`config.mk`:
```
export PLATFORM = sky130hd
export DESIGN_NAME = lfsr_bank
export DESIGN_NICKNAME = d
export VERILOG_FILES = /design/src/rtl/lfsr_bank_pkg.sv /design/src/rtl/lfsr_channel.sv /design/src/rtl/lfsr_bank.sv
export SDC_FILE = /design/constraint.sdc
export NUM_CORES = 1
export LEC_CHECK = 0
export ABC_AREA = 1
export CAP_MARGIN = 30
export CORE_ASPECT_RATIO = 0.8
export CORE_MARGIN = 5
export CORE_UTILIZATION = 30
export DETAILED_ROUTE_END_ITERATION = 8
export SYNTH_ARGS = -nofsm -noshare
export SYNTH_HDL_FRONTEND = slang
export SYNTH_SLANG_ARGS = --single-unit
```
`constraint.sdc`:
```
create_clock -name clk -period 2.9 [get_ports clk]
set_input_delay 0.435 -clock clk [delete_from_list [all_inputs] [get_ports clk]]
set_output_delay 0.435 -clock clk [all_outputs]
set_load 0.03 [all_outputs]
```
`src/rtl/lfsr_bank_pkg.sv`:
```
// Shared register map and CTRL bit positions for the LFSR bank.
package lfsr_bank_pkg;

  localparam logic [1:0] OFF_CTRL  = 2'd0;
  localparam logic [1:0] OFF_SEED  = 2'd1;
  localparam logic [1:0] OFF_STATE = 2'd2;
  localparam logic [1:0] OFF_TAPS  = 2'd3;

  localparam int unsigned CTRL_EN   = 0;
  localparam int unsigned CTRL_STEP = 1;
  localparam int unsigned CTRL_LOCK = 7;

endpackage

```
`src/rtl/lfsr_channel.sv`:
```
// One programmable Fibonacci LFSR with seed, taps, enable/step and lock-up recovery.
module lfsr_channel
  import lfsr_bank_pkg::*;
#(
  parameter int unsigned      WIDTH        = 8,
  parameter logic [WIDTH-1:0] DEFAULT_TAPS = WIDTH'(8'hB8),
  parameter logic [WIDTH-1:0] DEFAULT_SEED = WIDTH'(1)
) (
  input  logic             clk,
  input  logic             reset,
  input  logic             wr_ctrl,
  input  logic             wr_seed,
  input  logic             wr_taps,
  input  logic [WIDTH-1:0] data_wr,
  output logic [WIDTH-1:0] state,
  output logic [WIDTH-1:0] seed,
  output logic [WIDTH-1:0] taps,
  output logic [WIDTH-1:0] ctrl_rd_c,
  output logic             lfsr_out
);

  logic             en;
  logic             lock;
  logic             shift_due_c;
  logic             lockup_c;
  logic [WIDTH-1:0] state_nxt_c;
  logic [31:0]      ctrl_wide_c;

  // Next state: a SEED write overrides any shift; an all-zero state reloads from seed.
  always_comb begin
    shift_due_c = en | (wr_ctrl & data_wr[CTRL_STEP]);
    lockup_c    = shift_due_c & ~wr_seed & (state == '0);
    state_nxt_c = state;
    if (wr_seed) begin
      state_nxt_c = data_wr;
    end else if (shift_due_c) begin
      if (state == '0) begin
        state_nxt_c = (seed == '0) ? WIDTH'(1) : seed;
      end else begin
        state_nxt_c = {state[WIDTH-2:0], ^(state & taps)};
      end
    end
  end

  // Channel registers; a CTRL write clears LOCK unless a lock-up happens on the same edge.
  always_ff @(posedge clk or negedge reset) begin
    if (!reset) begin
      state <= DEFAULT_SEED;
      seed  <= DEFAULT_SEED;
      taps  <= DEFAULT_TAPS;
      en    <= 1'b0;
      lock  <= 1'b0;
    end else begin
      state <= state_nxt_c;
      if (wr_seed) seed <= data_wr;
      if (wr_taps) taps <= data_wr;
      if (wr_ctrl) en <= data_wr[CTRL_EN];
      lock <= (lock & ~wr_ctrl) | lockup_c;
    end
  end

  // CTRL read value built wide so LOCK drops out cleanly on narrow buses.
  always_comb begin
    ctrl_wide_c = (32'(lock) << CTRL_LOCK) | 32'(en);
    ctrl_rd_c   = ctrl_wide_c[WIDTH-1:0];
  end

  assign lfsr_out = state[WIDTH-1];

endmodule

```
`src/rtl/lfsr_bank.sv`:
```
// Bank of programmable LFSR channels behind the simple ce/rd/wr CPU bus.
module lfsr_bank
  import lfsr_bank_pkg::*;
#(
  parameter int unsigned      CHANNELS     = 4,
  parameter int unsigned      WIDTH        = 8,
  parameter int unsigned      ADDR_W       = 8,
  parameter logic [WIDTH-1:0] DEFAULT_TAPS = WIDTH'(8'hB8),
  parameter logic [WIDTH-1:0] DEFAULT_SEED = WIDTH'(1)
) (
  input  logic                clk,
  input  logic                reset,
  input  logic                ce,
  input  logic                rd,
  input  logic                wr,
  input  logic [ADDR_W-1:0]   addr,
  input  logic [WIDTH-1:0]    data_wr,
  output logic [WIDTH-1:0]    data_rd,
  output logic                rd_valid,
  output logic [CHANNELS-1:0] lfsr_out
);

  localparam int unsigned CH_W = ADDR_W - 2;

  logic [CH_W-1:0]                ch_c;
  logic [1:0]                     off_c;
  logic                           wr_en_c;
  logic                           rd_go_c;
  logic [CHANNELS-1:0]            wr_ctrl_c;
  logic [CHANNELS-1:0]            wr_seed_c;
  logic [CHANNELS-1:0]            wr_taps_c;
  logic [CHANNELS-1:0][WIDTH-1:0] state_a;
  logic [CHANNELS-1:0][WIDTH-1:0] seed_a;
  logic [CHANNELS-1:0][WIDTH-1:0] taps_a;
  logic [CHANNELS-1:0][WIDTH-1:0] ctrl_a;
  logic [WIDTH-1:0]               rd_mux_c;

  assign ch_c    = addr[ADDR_W-1:2];
  assign off_c   = addr[1:0];
  assign wr_en_c = ce & wr;
  assign rd_go_c = ce & rd & ~wr;

  // Per-channel write enables; unmapped channels match nothing.
  always_comb begin
    wr_ctrl_c = '0;
    wr_seed_c = '0;
    wr_taps_c = '0;
    for (int i = 0; i < CHANNELS; i++) begin
      if (wr_en_c && (ch_c == CH_W'(i))) begin
        wr_ctrl_c[i] = (off_c == OFF_CTRL);
        wr_seed_c[i] = (off_c == OFF_SEED);
        wr_taps_c[i] = (off_c == OFF_TAPS);
      end
    end
  end

  // Read-back mux; unmapped channels read as zero.
  always_comb begin
    rd_mux_c = '0;
    for (int i = 0; i < CHANNELS; i++) begin
      if (ch_c == CH_W'(i)) begin
        if (off_c == OFF_CTRL)  rd_mux_c = ctrl_a[i];
        if (off_c == OFF_SEED)  rd_mux_c = seed_a[i];
        if (off_c == OFF_STATE) rd_mux_c = state_a[i];
        if (off_c == OFF_TAPS)  rd_mux_c = taps_a[i];
      end
    end
  end

  // Registered read response; data_rd holds between reads.
  always_ff @(posedge clk or negedge reset) begin
    if (!reset) begin
      data_rd  <= '0;
      rd_valid <= 1'b0;
    end else begin
      rd_valid <= rd_go_c;
      if (rd_go_c) data_rd <= rd_mux_c;
    end
  end

  for (genvar g = 0; g < CHANNELS; g++) begin : g_ch
    lfsr_channel #(
      .WIDTH        (WIDTH),
      .DEFAULT_TAPS (DEFAULT_TAPS),
      .DEFAULT_SEED (DEFAULT_SEED)
    ) u_ch (
      .clk       (clk),
      .reset     (reset),
      .wr_ctrl   (wr_ctrl_c[g]),
      .wr_seed   (wr_seed_c[g]),
      .wr_taps   (wr_taps_c[g]),
      .data_wr   (data_wr),
      .state     (state_a[g]),
      .seed      (seed_a[g]),
      .taps      (taps_a[g]),
      .ctrl_rd_c (ctrl_a[g]),
      .lfsr_out  (lfsr_out[g])
    );
  end

endmodule

```
==> results.txt <==
----------------------------------------------------
[Placed design]
  Routability cong. ... 0.945
  I/O Buffers ... 33
  Final HPWL DP ... 14.5 mm

[STA]
  Measured slew at the worst slew-check pin ... 574 ps
  Final-report hold violation count ... 1
  Number of max-slew violations in the final report ... 0
  Hold WS ... -1.43 ps
  Remaining max-slew budget at the tightest pin ... 0.617
  Share of the cycle needed by the critical path after routing ... 0.812
  Setup-violating endpoint count in the final report ... 0
  Setup TNS ... 0 ps
  Crit path time final ... 2350 ps
  Worst clock skew ... 21.7 ps
  Setup repair after global routing missed its margin ... false
  Achievable frequency ... 425 MHz

[CTS]
  CTS hold repair buffers ... 0
  Clock root buffer ... sky130_fd_sc_hd__clkbuf_16
  Post-CTS setup-driven buffer insertion count ... 0
  Number of gates resized after cts ... 0
  CTS sink count ... 113
  CTS tree ... yes
  Maximum level of the CTS H-tree ... 4
  CTS max path bufs ... 2
  Clock Pin Slew Worst Setup and Hold Paths ... 60 ps
  Clk Latency, worst-skew pair ... 430 ps
  TritonCTS Buffers ... 17

[Power]
  Clock share of power ... 0.405
  Power density normalized to cell area ... 698 nW/µm²
  Worst-case vdd ir drop ... 376 µV
  Combinational cell fraction of total power ... 0.190
  Switching power total ... 1.65 mW
  Total power of the final layout ... 5.19 mW
  Int Pwr ... 3.54 mW
  Part of the power in registers ... 0.405
  Leakage power total ... 3.18 nW
  Switching share of power ... 0.317

[Floorplan]
  I/O pin total ... 34
  Die Wd ... 170 µm
  Initial standard-cell utilization of the core ... 0.307
  Vertical die dimension ... 138 µm
  Number of rows created at floorplan ... 46
  Die Footprint ... 23,400 µm²
  Core Footprint ... 20,000 µm²

[GRT]
  Number of global-route vias before repair ... 5,327
  Grt ovf ... 0
  Largest net degree at the start of global routing ... 41
  Wire length of the first global-routing pass ... 31.3 mm
  Number of antenna violations at the first check in global routing ... 0
  Combined global-route utilization of all metal layers ... 0.176

[Final layout]
  Leading cell type in the layout, fill and taps excluded ... sky130_fd_sc_hd__nand2_1
  Area added between synthesis and finish ... 21.3%
  Diodes inserted ... 0
  Layout filler cell count ... 2,022
  Layout cells sized above 1 ... 0.146
  Layout net count ... 829
  Most frequent cells in the layout ... sky130_fd_sc_hd__nand2_1 (221), sky130_fd_sc_hd__o21ai_0 (96), sky130_fd_sc_hd__dfrtp_1 (89), sky130_fd_sc_hd__inv_1 (77), sky130_fd_sc_hd__clkdlybuf4s50_1 (32)

[Drt]
  Number of search-and-repair iterations in the first detailed-routing pass ... 6
  ANT nets after route ... 0
  Post-DR vias/cell ... 5.22
  DRC ... 0
  Count of vias placed by the detailed router ... 5,665
  Per-cell routed wire length ... 18.4 µm
  Detailed Route Iter0 Violations ... 724
  Total routed wirelength ... 20.0 mm

[Setup path]
  CP Data Arrival Time ... 2630 ps
  Kind of cell with the highest combined delay on the critical path ... buffers and inverters
  Most prevalent standard cell on the critical path ... sky130_fd_sc_hd__nand2_1
  Top fanout value on the critical path ... 17
  Cell type of the slowest stage on the worst timing path ... sky130_fd_sc_hd__clkdlybuf4s50_1
  Cells along the critical path ... clkdlybuf4s50_1, nand2_1, inv_2, buf_4, nand3_1, nand2_1, o21ai_0
  Setup crit end kind ... flop
  Buffers and inverters on the worst path ... 3
  Sort of element at the start of the critical path ... input pin
  Crit path kind ... in2reg
  Critical path data required time ... 3180 ps
  Longest individual stage delay on the worst path ... 700 ps

[Hold path]
  HP Class ... in2async

[Logic synthesis]
  Number of cells produced by synthesis ... 758
  Synthesized area per cell ... 8.09 µm²
  Asr flop ratio synth ... 1.00
  Post-Syn Area ... 6130 µm²
  Syn_nets ... 779
  Main flop type after synthesis ... sky130_fd_sc_hd__dfrtp_1
  Number of synthesized register bits ... 113
  Share of the yosys chip area belonging to registers ... 0.466
  Number of library cell types mapped by synthesis ... 44
  Total number of yosys warnings ... 0
  Number of enable-type register cells in the synthesized netlist ... 0

[Run status]
  Result of the run ... finished, violations left
  Violated checks ... negative hold slack

[Flow run]
  Maximum capacitance violations ... 0

----------------------------------------------------
[worst reg2reg max path: stages, from the launching register on]
cell	delay, ps
sky130_fd_sc_hd__dfrtp_1	430
sky130_fd_sc_hd__inv_1	140
sky130_fd_sc_hd__nand3_1	80
sky130_fd_sc_hd__nand3_1	70
sky130_fd_sc_hd__nand2_1	50
sky130_fd_sc_hd__nand2_1	60
sky130_fd_sc_hd__nand2_1	100
sky130_fd_sc_hd__nand2_1	80
sky130_fd_sc_hd__nand2_1	50
sky130_fd_sc_hd__nand2_1	60
sky130_fd_sc_hd__nand2_1	50
sky130_fd_sc_hd__nand2_1	50
sky130_fd_sc_hd__nand2_1	90
sky130_fd_sc_hd__nand2_1	70
sky130_fd_sc_hd__nand2_1	40
sky130_fd_sc_hd__nand2_1	60
sky130_fd_sc_hd__nand2_1	50
sky130_fd_sc_hd__nand2_1	80
sky130_fd_sc_hd__a21oi_1	70
[power groups by stage]
stage / clock, mW / combinational, mW / sequential [mW]
floorplan: 0 / 0.659 / 2.02
global placement: 0 / 0.961 / 2.11
finish: 2.10 / 0.985 / 2.10
detailed placement: 0 / 0.974 / 2.11
CTS: 2.11 / 0.982 / 2.09
global route: 2.21 / 1.10 / 2.14
[cell type report]
cell class / count / area (µm²) / area share
timing repair buffer: 56 / 526 / 0.0707
clock buffer: 22 / 484 / 0.0651
tap: 264 / 330 / 0.0444
multi-input combinational: 525 / 2770 / 0.372
clock inverter: 10 / 108 / 0.0145
sequential: 113 / 2860 / 0.384
inverter: 95 / 363 / 0.0488
[sequential cells by signal, indices dropped and copies added (netlist names)]
signal	cells
g_ch.u_ch.seed	32
g_ch.u_ch.state	32
g_ch.u_ch.taps	32
data_rd	8
g_ch.u_ch.en	4
g_ch.u_ch.lock	4
rd_valid	1
[cells by family (layout without fill, tap and decap cells)]
| group | after synthesis | in the layout | synth area share |
|---|---|---|---|
| flops | 113 | 113 | 0.466 |
| xor+xnor | 28 | 28 | 0.0400 |
| compound gates | 205 | 205 | 0.199 |
| simple gates | 292 | 292 | 0.212 |
| buf+inv | 120 | 183 | 0.0825 |
[stage by stage]
| stage | utilization | cells | area (µm²) | hold slack, ps | setup WS [ps] |
|---|---|---|---|---|---|
| global route | 0.372 | 1085 | 7430 | 33.6 | 332 |
| detailed placement | 0.343 | 1053 | 6840 | 464 | 133 |
| finish | 0.372 | 1085 | 7430 | -1.43 | 546 |
| floorplan | - | 758 | 6130 | 139 | 1080 |
| global placement | 0.343 | 1053 | 6840 | 464 | 179 |
| CTS | 0.372 | 1085 | 7430 | 19.2 | 552 |
[path summary, 6_finish.rpt]
| check | start | to | slack (ps) | cells past startpoint |
|---|---|---|---|---|
| setup / recovery | addr[0] | g_ch[2].u_ch.taps[2] | 550 | 7 |
| hold / removal | reset | g_ch[0].u_ch.seed[7] | -1 | 1 |
| setup reg to reg | g_ch[0].u_ch.state[7] | data_rd[7] | 1100 | 18 |
| hold reg to reg | g_ch[0].u_ch.seed[0] | g_ch[0].u_ch.seed[0] | 480 | 2 |
| max in group asynchronous | reset | g_ch[1].u_ch.seed[0] | 2160 | 2 |
| min in group clk | g_ch[0].u_ch.seed[0] | g_ch[0].u_ch.seed[0] | 480 | 2 |
[cells in the mapped netlist (7+ instances only)]
master | count | area (µm²)
sky130_fd_sc_hd__a21oi_1 | 30 | 150
sky130_fd_sc_hd__buf_4 | 7 | 52.6
sky130_fd_sc_hd__clkbuf_1 | 10 | 37.5
sky130_fd_sc_hd__dfrtp_1 | 89 | 2230
sky130_fd_sc_hd__dfstp_2 | 24 | 631
sky130_fd_sc_hd__inv_1 | 77 | 289
sky130_fd_sc_hd__inv_2 | 14 | 52.6
sky130_fd_sc_hd__nand2_1 | 221 | 830
sky130_fd_sc_hd__nand3_1 | 10 | 50.1
sky130_fd_sc_hd__nand4_1 | 7 | 43.8
sky130_fd_sc_hd__nor2_1 | 21 | 78.8
sky130_fd_sc_hd__nor2_4 | 8 | 90.1
sky130_fd_sc_hd__nor4_1 | 10 | 62.6
sky130_fd_sc_hd__o2111ai_1 | 17 | 149
sky130_fd_sc_hd__o211ai_1 | 11 | 82.6
sky130_fd_sc_hd__o21ai_0 | 96 | 480
sky130_fd_sc_hd__o21ai_1 | 20 | 100
sky130_fd_sc_hd__o221ai_1 | 11 | 96.3
sky130_fd_sc_hd__xnor2_1 | 24 | 210
[per-layer routing]
| layer | wire, µm | vias up | track usage |
|---|---|---|---|
| met2 | 8660 | 247 | 0.256 |
| met4 | 399 | 0 | 0.0527 |
| met3 | 1560 | 35 | 0.0442 |
| met1 | 9350 | 2736 | 0.258 |
| li1 | - | 2647 | - |
| met5 | 0 | - | 0 |
Power figures use the tool's default switching activity.
